File: config.mk
export PLATFORM = sky130hd
export DESIGN_NAME = load_store_unit
export DESIGN_NICKNAME = d
export VERILOG_FILES = /design/src/rtl/load_store_unit.sv
export SDC_FILE = /design/constraint.sdc
export NUM_CORES = 1
export LEC_CHECK = 0
export ABC_AREA = 1
export BUFFER_PORTS_ARGS = -buffer_cell sky130_fd_sc_hd__buf_2
export CORE_ASPECT_RATIO = 1.1
export CORE_MARGIN = 1
export CORE_UTILIZATION = 50
export DETAILED_ROUTE_END_ITERATION = 16
export GPL_TIMING_DRIVEN = 0
export PLACE_DENSITY = 0.78
export SLEW_MARGIN = 5
export SYNTH_ARGS = -nofsm -noshare
export SYNTH_HDL_FRONTEND = slang
export SYNTH_SLANG_ARGS = --single-unit
File: constraint.sdc
create_clock -name clk -period 2.55 [get_ports clk]
set_clock_uncertainty 0.15 [all_clocks]
set_input_delay 0.1275 -clock clk [delete_from_list [all_inputs] [get_ports clk]]
set_output_delay 0.1275 -clock clk [all_outputs]
set_load 0.05 [all_outputs]
File: src/rtl/load_store_unit.sv
// load_store_unit
//   Sequences CPU load/store requests onto a single-ported data memory.
//   Aligned accesses take one memory beat. Misaligned half/word accesses
//   are either split into byte beats (SPLIT_EN=1) or rejected with
//   resp_err (SPLIT_EN=0). Every accepted request ends with a one-cycle
//   resp_valid pulse.
//
// Ports
//   clk, rst_n            clock, asynchronous active-low reset
//   req_valid/req_ready   request handshake (ready only while idle)
//   req_we/op/ext         store flag, access size, load sign-extension
//   req_addr/req_wdata    byte address, store data (low bytes used)
//   mem_wr/op/ext         data-memory write enable, size, extension
//   mem_addr/mem_wdata    data-memory byte address and write data
//   mem_rdata             data-memory combinational read data
//   resp_valid            completion pulse
//   resp_rdata/resp_err   load result / error flag, zero unless resp_valid
//   mis_cnt               completed split accesses, saturating

module load_store_unit #(
    parameter int unsigned SPLIT_EN = 1
) (
    input  logic        clk,
    input  logic        rst_n,
    input  logic        req_valid,
    output logic        req_ready,
    input  logic        req_we,
    input  logic [1:0]  req_op,
    input  logic        req_ext,
    input  logic [31:0] req_addr,
    input  logic [31:0] req_wdata,
    output logic        mem_wr,
    output logic [1:0]  mem_op,
    output logic        mem_ext,
    output logic [31:0] mem_addr,
    output logic [31:0] mem_wdata,
    input  logic [31:0] mem_rdata,
    output logic        resp_valid,
    output logic [31:0] resp_rdata,
    output logic        resp_err,
    output logic [15:0] mis_cnt
);

    localparam logic [1:0] MEM_BYTE = 2'b00;
    localparam logic [1:0] MEM_HALF = 2'b01;
    localparam logic [1:0] MEM_WORD = 2'b10;
    localparam logic [1:0] MEM_ILL  = 2'b11;

    localparam logic [1:0] IDLE = 2'd0;
    localparam logic [1:0] BEAT = 2'd1;
    localparam logic [1:0] RESP = 2'd2;

    localparam logic SPLIT = (SPLIT_EN != 0);

    logic [1:0]  state;
    logic        cap_we;
    logic [1:0]  cap_op;
    logic        cap_ext;
    logic [31:0] cap_addr;
    logic [31:0] cap_wdata;
    logic        split;
    logic [1:0]  beat;
    logic [1:0]  last_beat;
    logic [31:0] result;
    logic        err;

    logic        req_mis;
    logic        req_bad;
    logic [1:0]  req_last;
    logic [7:0]  beat_byte;
    logic [31:0] next_result;

    // Request classification, evaluated on the raw request inputs.
    always_comb begin
        req_mis  = ((req_op == MEM_HALF) && req_addr[0]) ||
                   ((req_op == MEM_WORD) && (req_addr[1:0] != 2'b00));
        req_bad  = (req_op == MEM_ILL) || (req_mis && !SPLIT);
        req_last = 2'd0;
        if (req_mis && !req_bad) begin
            req_last = (req_op == MEM_HALF) ? 2'd1 : 2'd3;
        end
    end

    // Store byte carried by the current split beat.
    always_comb begin
        beat_byte = cap_wdata[7:0];
        case (beat)
            2'd1:    beat_byte = cap_wdata[15:8];
            2'd2:    beat_byte = cap_wdata[23:16];
            2'd3:    beat_byte = cap_wdata[31:24];
            default: beat_byte = cap_wdata[7:0];
        endcase
    end

    // Load result after sampling the current beat. Split loads assemble
    // bytes into the already-cleared result; a split signed half is
    // extended on its final beat once bit 15 is known.
    always_comb begin
        next_result = result;
        if (!split) begin
            next_result = mem_rdata;
        end else begin
            case (beat)
                2'd1:    next_result[15:8]  = mem_rdata[7:0];
                2'd2:    next_result[23:16] = mem_rdata[7:0];
                2'd3:    next_result[31:24] = mem_rdata[7:0];
                default: next_result[7:0]   = mem_rdata[7:0];
            endcase
            if ((beat == last_beat) && (cap_op == MEM_HALF) && cap_ext) begin
                next_result[31:16] = {16{next_result[15]}};
            end
        end
    end

    always_ff @(posedge clk or negedge rst_n) begin
        if (!rst_n) begin
            state     <= IDLE;
            cap_we    <= 1'b0;
            cap_op    <= MEM_WORD;
            cap_ext   <= 1'b0;
            cap_addr  <= '0;
            cap_wdata <= '0;
            split     <= 1'b0;
            beat      <= 2'd0;
            last_beat <= 2'd0;
            result    <= '0;
            err       <= 1'b0;
            mis_cnt   <= '0;
        end else begin
            case (state)
                IDLE: begin
                    if (req_valid) begin
                        cap_we    <= req_we;
                        cap_op    <= req_op;
                        cap_ext   <= req_ext;
                        cap_addr  <= req_addr;
                        cap_wdata <= req_wdata;
                        split     <= req_mis && !req_bad;
                        beat      <= 2'd0;
                        last_beat <= req_last;
                        result    <= '0;
                        err       <= req_bad;
                        state     <= req_bad ? RESP : BEAT;
                    end
                end
                BEAT: begin
                    if (!cap_we) begin
                        result <= next_result;
                    end
                    if (beat == last_beat) begin
                        state <= RESP;
                        if (split && (mis_cnt != '1)) begin
                            mis_cnt <= mis_cnt + 16'd1;
                        end
                    end else begin
                        beat <= beat + 2'd1;
                    end
                end
                RESP: begin
                    state <= IDLE;
                end
                default: begin
                    state <= IDLE;
                end
            endcase
        end
    end

    always_comb begin
        req_ready  = (state == IDLE);
        resp_valid = (state == RESP);
        resp_rdata = resp_valid ? result : '0;
        resp_err   = resp_valid & err;
    end

    // Memory port is purely a function of state, so an asynchronous reset
    // removes any in-flight write immediately.
    always_comb begin
        mem_wr    = 1'b0;
        mem_op    = MEM_WORD;
        mem_ext   = 1'b0;
        mem_addr  = '0;
        mem_wdata = '0;
        if (state == BEAT) begin
            mem_wr = cap_we;
            if (split) begin
                mem_op    = MEM_BYTE;
                mem_ext   = 1'b0;
                mem_addr  = cap_addr + {30'd0, beat};
                mem_wdata = {24'd0, beat_byte};
            end else begin
                mem_op    = cap_op;
                mem_ext   = cap_ext;
                mem_addr  = cap_addr;
                mem_wdata = cap_wdata;
            end
        end
    end

endmodule

== After elaboration in Yosys (flattened, before gate mapping) ==
Cells that the tools add are included.
Storage, ports and cells
  register bits: 124
  bits of input ports: 103
  output and inout bits: 119
  logic and storage cells: 89
Cells by class
  add/sub/neg operators: 3
  equality and inequality tests: 19
  mux-type cells: 29
  bitwise gates (word level): 1
  reductions and logical operators: 21
Operators with widths (count)
  two-way mux 32 bit: 8
  one-hot mux 32 bit (2 select lines): 1
  adder 32 x 2 -> 32 bit: 1
  two-way mux 8 bit: 4
  one-hot mux 8 bit (3 select lines): 1
  two-way mux 2 bit: 9
  adder 16 x 1 -> 16 bit (second input constant): 1
  two-way mux 16 bit: 1
  != test 16 bit (second input constant): 1
  AND reduction 4 bit: 4
  == test 2 bit (second input constant): 5
  AND reduction 3 bit: 3
  == test 2 x 1 -> 1 bit (second input constant): 4
  != test 2 bit (second input constant): 4
  != test 4 x 3 -> 1 bit (second input constant): 2
  one-hot mux 2 bit (2 select lines): 2
  logical AND 1 bit: 6
  AND reduction 2 bit: 2
  nonzero test 2 bit: 2
  two-way mux 1 bit: 3
  != test 3 x 2 -> 1 bit (second input constant): 1
  != test 3 bit (second input constant): 1
  OR reduction 3 bit: 1
  adder 2 x 1 -> 2 bit (second input constant): 1
  other kinds (5): 5

== Logic depth before layout (Yosys ltp) ==
Gate-level depths: netlist of run 1.
  word-level depth: 7
  depth in mapped cells: 12
  gate-level depth less buffers: 12

== Worst setup path before layout of run 1 ==
Ideal clock, no wire load.
  path kind: reg-to-output
  from: register beat[0]
  to: output port mem_addr[18]
  data arrival time: 2.765 ns
  required time: 2.273 ns
  path slack: -0.492 ns
  cell stages (with the launch flop): 11
  path buffers: 0
  path through: dfrtp_1 > ha_1 > inv_1 > fa_1 > inv_1 > nand2_1 > nor2_2 > nand2_1 > nor2_2 > a21oi_1 > nor3_1
On the way
  cells in the longest elaborated chain, start to end: 3
RTL lines
  from (decl): line 62  | logic [1:0] beat;
  from (signal assigned): line 156  | beat <= beat + 2'd1;
  adder 32 x 2 -> 32 bit: line 189  | mem_addr = cap_addr + {30'd0, beat};
  two-way mux 32 bit: line 186  | if (split) begin
  two-way mux 32 bit: line 184  | if (state == BEAT) begin
  to (decl): line 35  | output logic [31:0] mem_addr,
Every way passes these cells.

== Worst setup path after layout of run 1 ==
  from: register cap_addr[0]
  to: output port mem_addr[30]
On the way
  cells in the longest elaborated chain, start to end: 3
RTL lines
  from (decl): line 59  | logic [31:0] cap_addr;
  from (signal assigned): line 136  | cap_addr <= req_addr;
  adder 32 x 2 -> 32 bit: line 189
  two-way mux 32 bit: line 186
  two-way mux 32 bit: line 184
Every way passes these cells.

==> results of run 1 <==
[layout by cell type (no fill, tap or decap), types with 25 or more instances in the layout]
| cell | n |
|---|---|
| dfrtp_1 | 120 |
| inv_1 | 108 |
| buf_4 | 28 |
| o21ai_0 | 60 |
| buf_2 | 215 |
| o21ai_1 | 25 |
| nand2_1 | 356 |
| nor2_1 | 153 |
| dlygate4sd3_1 | 102 |
| nand3_1 | 68 |
[layout make-up]
type                       instances  area share (%)
multi-input combinational        799            35.0
sequential                       123            28.3
timing repair buffer             338            22.1
clock buffer                      22            4.36
inverter                         118            4.07
buffer                            48            2.50
tap                              192            2.21
clock inverter                    10            1.49
antenna                            1          0.0230
[where the power goes]
group          switching (mW)  internal, mW
clock network           0.919          1.71
logic                    4.44          1.82
registers               0.694          2.77
total                    6.06          6.31
[state kept, by name, summed over array words and instances, names as in the netlist]
signal and cells:
cap_wdata 32, state 2, cap_we 1, last_beat 2, mis_cnt 16, result 32, cap_addr 32, beat 2
cap_ext 1, cap_op 2, err 1
[worst max-delay path, delay by kind of cell, from the launching register on]
family | cells | cell delay, ps
buffers and inverters | 3 | 270
flip-flops | 1 | 390
adder cells (fa/ha/maj) | 2 | 490
AND/OR/NAND/NOR | 8 | 790
[kinds of logic after synthesis]
| group | Yosys count | synth area share [%] |
|---|---|---|
| and+or+nand+nor | 649 | 36.0 |
| buffers and inverters | 168 | 9.58 |
| AOI/OAI and AO/OA | 130 | 9.66 |
| DFF | 123 | 41.7 |
| xor gates and xnor gates | 12 | 1.53 |
| adders and majority gates | 8 | 1.46 |
[worst paths after layout]
path / from / to / depth (start not counted)
worst max register to register: beat[0] / result[25] / 8
worst max-delay path: cap_addr[0] / mem_addr[30] / 13
worst min-delay path: rst_n / mis_cnt[13] / 2
max in group asynchronous: rst_n / cap_op[1] / 3
worst min register to register: cap_wdata[0] / cap_wdata[0] / 2
min in group clk: req_addr[17] / cap_addr[17] / 4
[per-layer routing]
metal | up-vias | track usage (%) | share of wire, %
met2 | 485 | 59.2 | 50
met5 | - | 0 | 0
met4 | 0 | 19.1 | 3.9
li1 | 4136 | - | -
met1 | 4165 | 41.9 | 40
met3 | 96 | 6.12 | 6.6
[through the flow]
stage	setup slack, ps	utilization (%)
detailed placement	-326	61.1
global route	-185	75.6
global placement	-409	60.9
finish	-92.2	75.6
CTS	-148	74.3
floorplan	-77.5	-
[what timing repair did]
action | in CTS | in global routing
setup endpoints to repair | 41 | 42
pin swaps | 9 | 11
hold buffers | 102 | 0
endpoints found under the hold margin | 175 | 0
cloned | 0 | 0
gates resized for setup | 65 | 49
buffers inserted | 6 | 8
==> flow_metrics.py, run 1 <==
metrics = {
    "layout": {
        "drive_above_1_share_pct": 25.9,
        "fin_nets": 1556,
        "instances_no_fill": 1651,
        "area_delta_synth_final_pct": 47.5,
        "n_fill_cell": 1056,
        "final_area_um2": 10900,
        "multi_input_area_um2": 3800,
        "ff_latch_area_um2": 3080,
    },
    "yosys": {
        "syn_nets": 1201,
        "synth_seq_cells": 123,
        "ys_async_sr_fraction_pct": 100,
        "synth_seq_area_share_pct": 41.7,
        "synth.avg_cell_area_um2": 6.77,
        "yosysWarnings": 0,
        "synth_top_cell_by_area": "dfrtp_1",
        "netlist.area_leader.share_pct": 41.4,
        "synthFlopType": "dfrtp_1",
        "synth.area.top_cells": "dfrtp_1, nand2_1, nor2_1",
        "yosysMostFrequentCell": "nand2_1",
        "syn-cell-area_um2": 7380,
        "synth.distinct_cells": 34,
        "synth-edff-count": 0,
        "synth_cells": 1090,
        "synth_top_cells_by_count": "nand2_1, nor2_1, dfrtp_1",
    },
    "sta": {
        "tightest_slew_ps": 686,
        "report.final.slew_viol_count": 0,
        "slew-limit-headroom_pct": 54.3,
        "final-setup-viol-count": 9,
        "setup_ws_ps": -92.2,
        "rsz0062_at_grt": "true",
        "tns_ps": -471,
        "worst_hold_slack_ps": 155,
        "min_period_over_period_pct": 104,
        "hold_viol_final": 0,
        "max_freq_mhz": 378,
        "fin_crit_ps": 2640,
    },
    "clock_network": {
        "cts-root-buf": "clkbuf_16",
        "clock_sinks": 123,
        "clk_latency_ps": 430,
        "cts_tree": "done",
        "h-tree-depth": 4,
        "clk_pin_slew_worst_paths_ps": 60,
        "cts_made_buffers": 17,
        "clock_path_buffers": 2,
    },
    "critical_path": {
        "path_max_fanout": 4,
        "required_ps": 2270,
        "cpPeakStageDelay_ps": 390,
        "cp_slowest_cell": "dfrtp_1",
        "worst-setup-path-type": "reg2out",
        "crit_path_start_kind": "register",
        "worstPathArrival_ps": 2360,
        "cp_cell_sequence": "ha_4 -> inv_2 -> fa_2 -> inv_2 -> nand2_2 -> nor2_4 -> nand2_4 -> nor2_4 -> nand4_1 -> nand2_1 -> nand2_1 -> nor2_2 -> buf_6",
        "r2r_setup_slack_ps": 410,
        "crit_path_end_kind": "primary output",
    },
    "route": {
        "first_pass_iters": 6,
        "via_per_inst": 5.38,
        "drtIter0Drc": 847,
        "drt_wl_total_um": 26300,
        "routedWlPerCell_um": 15.9,
        "num_vias": 8882,
        "ant_nets": 0,
        "drc": 0,
    },
    "power_and_ir_drop": {
        "total_power_mw": 12.4,
        "p_per_area_nw_per_um2": 1140,
        "p_leak_nw": 5.48,
        "irDropWorstVdd_mv": 0.684,
    },
    "place": {
        "port_buffers": 221,
        "post-place-cells": 1504,
        "dp_hpwl_um": 17000,
        "place_area_um2": 8790,
        "globalplace.congestion": 0.902,
    },
    "outcome": {
        "status": "finished, violations left",
        "violations": "negative setup slack",
    },
    "global_routing": {
        "grt_overflow": 0,
        "grt_pass1_vias": 8410,
        "grt_usage_pct": 34.6,
        "antenna_found_initial": 0,
        "grt_pass1_wl_um": 41300,
        "grt_start_max_net_pins": 72,
    },
    "die": {
        "fp.dieW_um": 118,
        "core_um2": 14400,
        "num_rows": 46,
        "ios": 222,
        "die_h_um": 129,
        "die-area_um2": 15200,
        "start_util_pct": 51.3,
    },
    "flow_run": {
        "cap_violations": 0,
    },
    "min_path": {
        "min_path_type": "in2async",
    },
}
No activity file was read; power rests on OpenSTA's default activity.
==> run 2, diff against run 1 <==
--- a/config.mk
+++ b/config.mk
@@ -6,11 +6,12 @@
 export NUM_CORES = 1
 export LEC_CHECK = 0
 export ABC_AREA = 1
-export BUFFER_PORTS_ARGS = -buffer_cell sky130_fd_sc_hd__buf_2
+export BUFFER_PORTS_ARGS = -buffer_cell sky130_fd_sc_hd__buf_4
 export CORE_ASPECT_RATIO = 1.1
 export CORE_MARGIN = 1
 export CORE_UTILIZATION = 50
 export DETAILED_ROUTE_END_ITERATION = 16
+export GPL_ROUTABILITY_DRIVEN = 0
 export GPL_TIMING_DRIVEN = 0
 export PLACE_DENSITY = 0.78
 export SLEW_MARGIN = 5
==> flow_metrics.py, run 2 (synthesized netlist as in run 1, its figures left out) <==
metrics = {
    "power_and_ir_drop": {
        "p_leak_nw": 5.54,
        "irDropWorstVdd_mv": 0.723,
        "p_per_area_nw_per_um2": 1090,
    },
    "die": {
        "num_rows": 46,
        "ios": 222,
        "core_um2": 14400,
        "die_h_um": 129,
        "fp.dieW_um": 118,
        "start_util_pct": 51.3,
        "die-area_um2": 15200,
    },
    "layout": {
        "n_fill_cell": 1013,
        "layout_common_cells": "nand2_1, buf_4, nor2_1, dfrtp_1, inv_1",
        "fin_nets": 1558,
        "fin_util_pct": 79.0,
        "final_common_cell": "nand2_1",
        "reg.largest.list": "cap_addr: 32 flops, cap_wdata: 32 flops, result: 32 flops",
        "drive_above_1_share_pct": 26.5,
        "antenna_cells": 0,
        "instances_no_fill": 1652,
        "area_delta_synth_final_pct": 54.0,
    },
    "global_routing": {
        "antenna_found_initial": 0,
        "grt_start_max_net_pins": 77,
        "grt_pass1_vias": 8668,
        "grt_pass1_wl_um": 41900,
        "grt_overflow": 0,
        "grt_usage_pct": 35.1,
    },
    "critical_path": {
        "worstPathArrival_ps": 2420,
        "crit_path_start_kind": "register",
        "required_ps": 2270,
        "path_max_fanout": 7,
        "r2r_cells": 7,
        "crit_path_end_kind": "primary output",
        "worst-setup-path-type": "reg2out",
    },
    "sta": {
        "max_freq_mhz": 370,
        "slew-limit-headroom_pct": 61.5,
        "hold_viol_final": 0,
        "setup_ws_ps": -151,
        "tightest_slew_ps": 573,
        "tns_ps": -1450,
        "min_period_over_period_pct": 106,
        "report.final.slew_viol_count": 0,
        "final-setup-viol-count": 13,
        "fin_crit_ps": 2700,
        "rsz0062_at_grt": "true",
    },
    "clock_network": {
        "cts_tree": "done",
        "h-tree-depth": 4,
        "cts-root-buf": "clkbuf_16",
        "clk_latency_ps": 430,
        "cts_made_buffers": 17,
        "clock_path_buffers": 2,
        "clock_sinks": 123,
        "clk_pin_slew_worst_paths_ps": 60,
    },
    "route": {
        "drtIter0Drc": 886,
        "drt_wl_total_um": 26600,
        "routedWlPerCell_um": 16.1,
        "first_pass_iters": 5,
        "via_per_inst": 5.36,
        "num_vias": 8851,
        "ant_nets": 0,
        "drc": 0,
    },
    "place": {
        "port_buffers": 221,
        "dp_hpwl_um": 17300,
        "post-place-cells": 1504,
    },
    "min_path": {
        "min_path_type": "in2reg",
        "min_path_cells": 5,
    },
    "outcome": {
        "violations": "negative setup slack",
        "status": "finished, violations left",
    },
    "flow_run": {
        "cap_violations": 0,
    },
}
[run 2: routing by layer]
layer	track usage, %	up-vias	wire length, um
met3	6.29	99	1850
met1	42.4	4156	10500
met5	0	-	0
met2	60.1	445	13200
met4	19.1	0	1100
li1	-	4151	-
[run 2: final timing paths]
| kind | endpoint | slack (ps) | start |
|---|---|---|---|
| max | mem_addr[16] | -150 | cap_addr[0] |
| min | result[25] | 0.8 | mem_rdata[25] |
| max reg2reg | result[8] | 490 | beat[1] |
| min reg2reg | cap_wdata[7] | 330 | cap_wdata[7] |
| max in group asynchronous | cap_op[1] | 1420 | rst_n |
| min in group asynchronous | mis_cnt[7] | 70 | rst_n |
[run 2: report_power, final]
part           switching [mW]  total [mW]  internal (mW)  leakage (nW)
clock                   0.928        2.38           1.45         0.272
sequential              0.711        3.49           2.77          1.58
combinational            4.50        6.57           2.07          3.69
total                    6.14        12.4           6.30          5.54
[run 2: timing repair]
action                                  CTS  global route
endpoints found under the setup margin   35            37
gates resized for setup                  53            43
pin swaps                                10            17
hold buffers                             99             0
hold endpoints to repair                224             0
gates cloned                              0             0
buffers inserted                          7            11
[run 2: layout make-up]
type / count / area [um2] / area share [%]
multi-input cells: 799 / 3850 / 33.8
repair buffers: 339 / 2910 / 25.6
clock buffers: 20 / 447 / 3.93
flip-flops and latches: 123 / 3080 / 27.1
inverters: 118 / 443 / 3.90
clock inverters: 12 / 124 / 1.09
plain buffers: 49 / 277 / 2.43
well taps: 192 / 240 / 2.11
[run 2: worst max-delay path: stages (launching register included)]
cell and delay [ps]:
dfrtp_1 390, ha_4 160, inv_2 40, fa_2 340
inv_2 70, buf_4 110, buf_6 90, nand3_4 80
nor3_4 180, buf_6 170, o21ai_2 60, nor2_2 130
buf_6 170
[run 2: metrics by stage]
stage	power, mW	area (um2)	hold WS, ps	setup WS, ps
finish	12.4	11400	0.795	-151
global route	13.2	11400	61.4	-244
CTS	12.1	11100	0.365	-74.4
detailed placement	9.37	9340	-52.2	-256
global placement	9.25	9310	178	-237
floorplan	7.51	7410	-318	-77.5
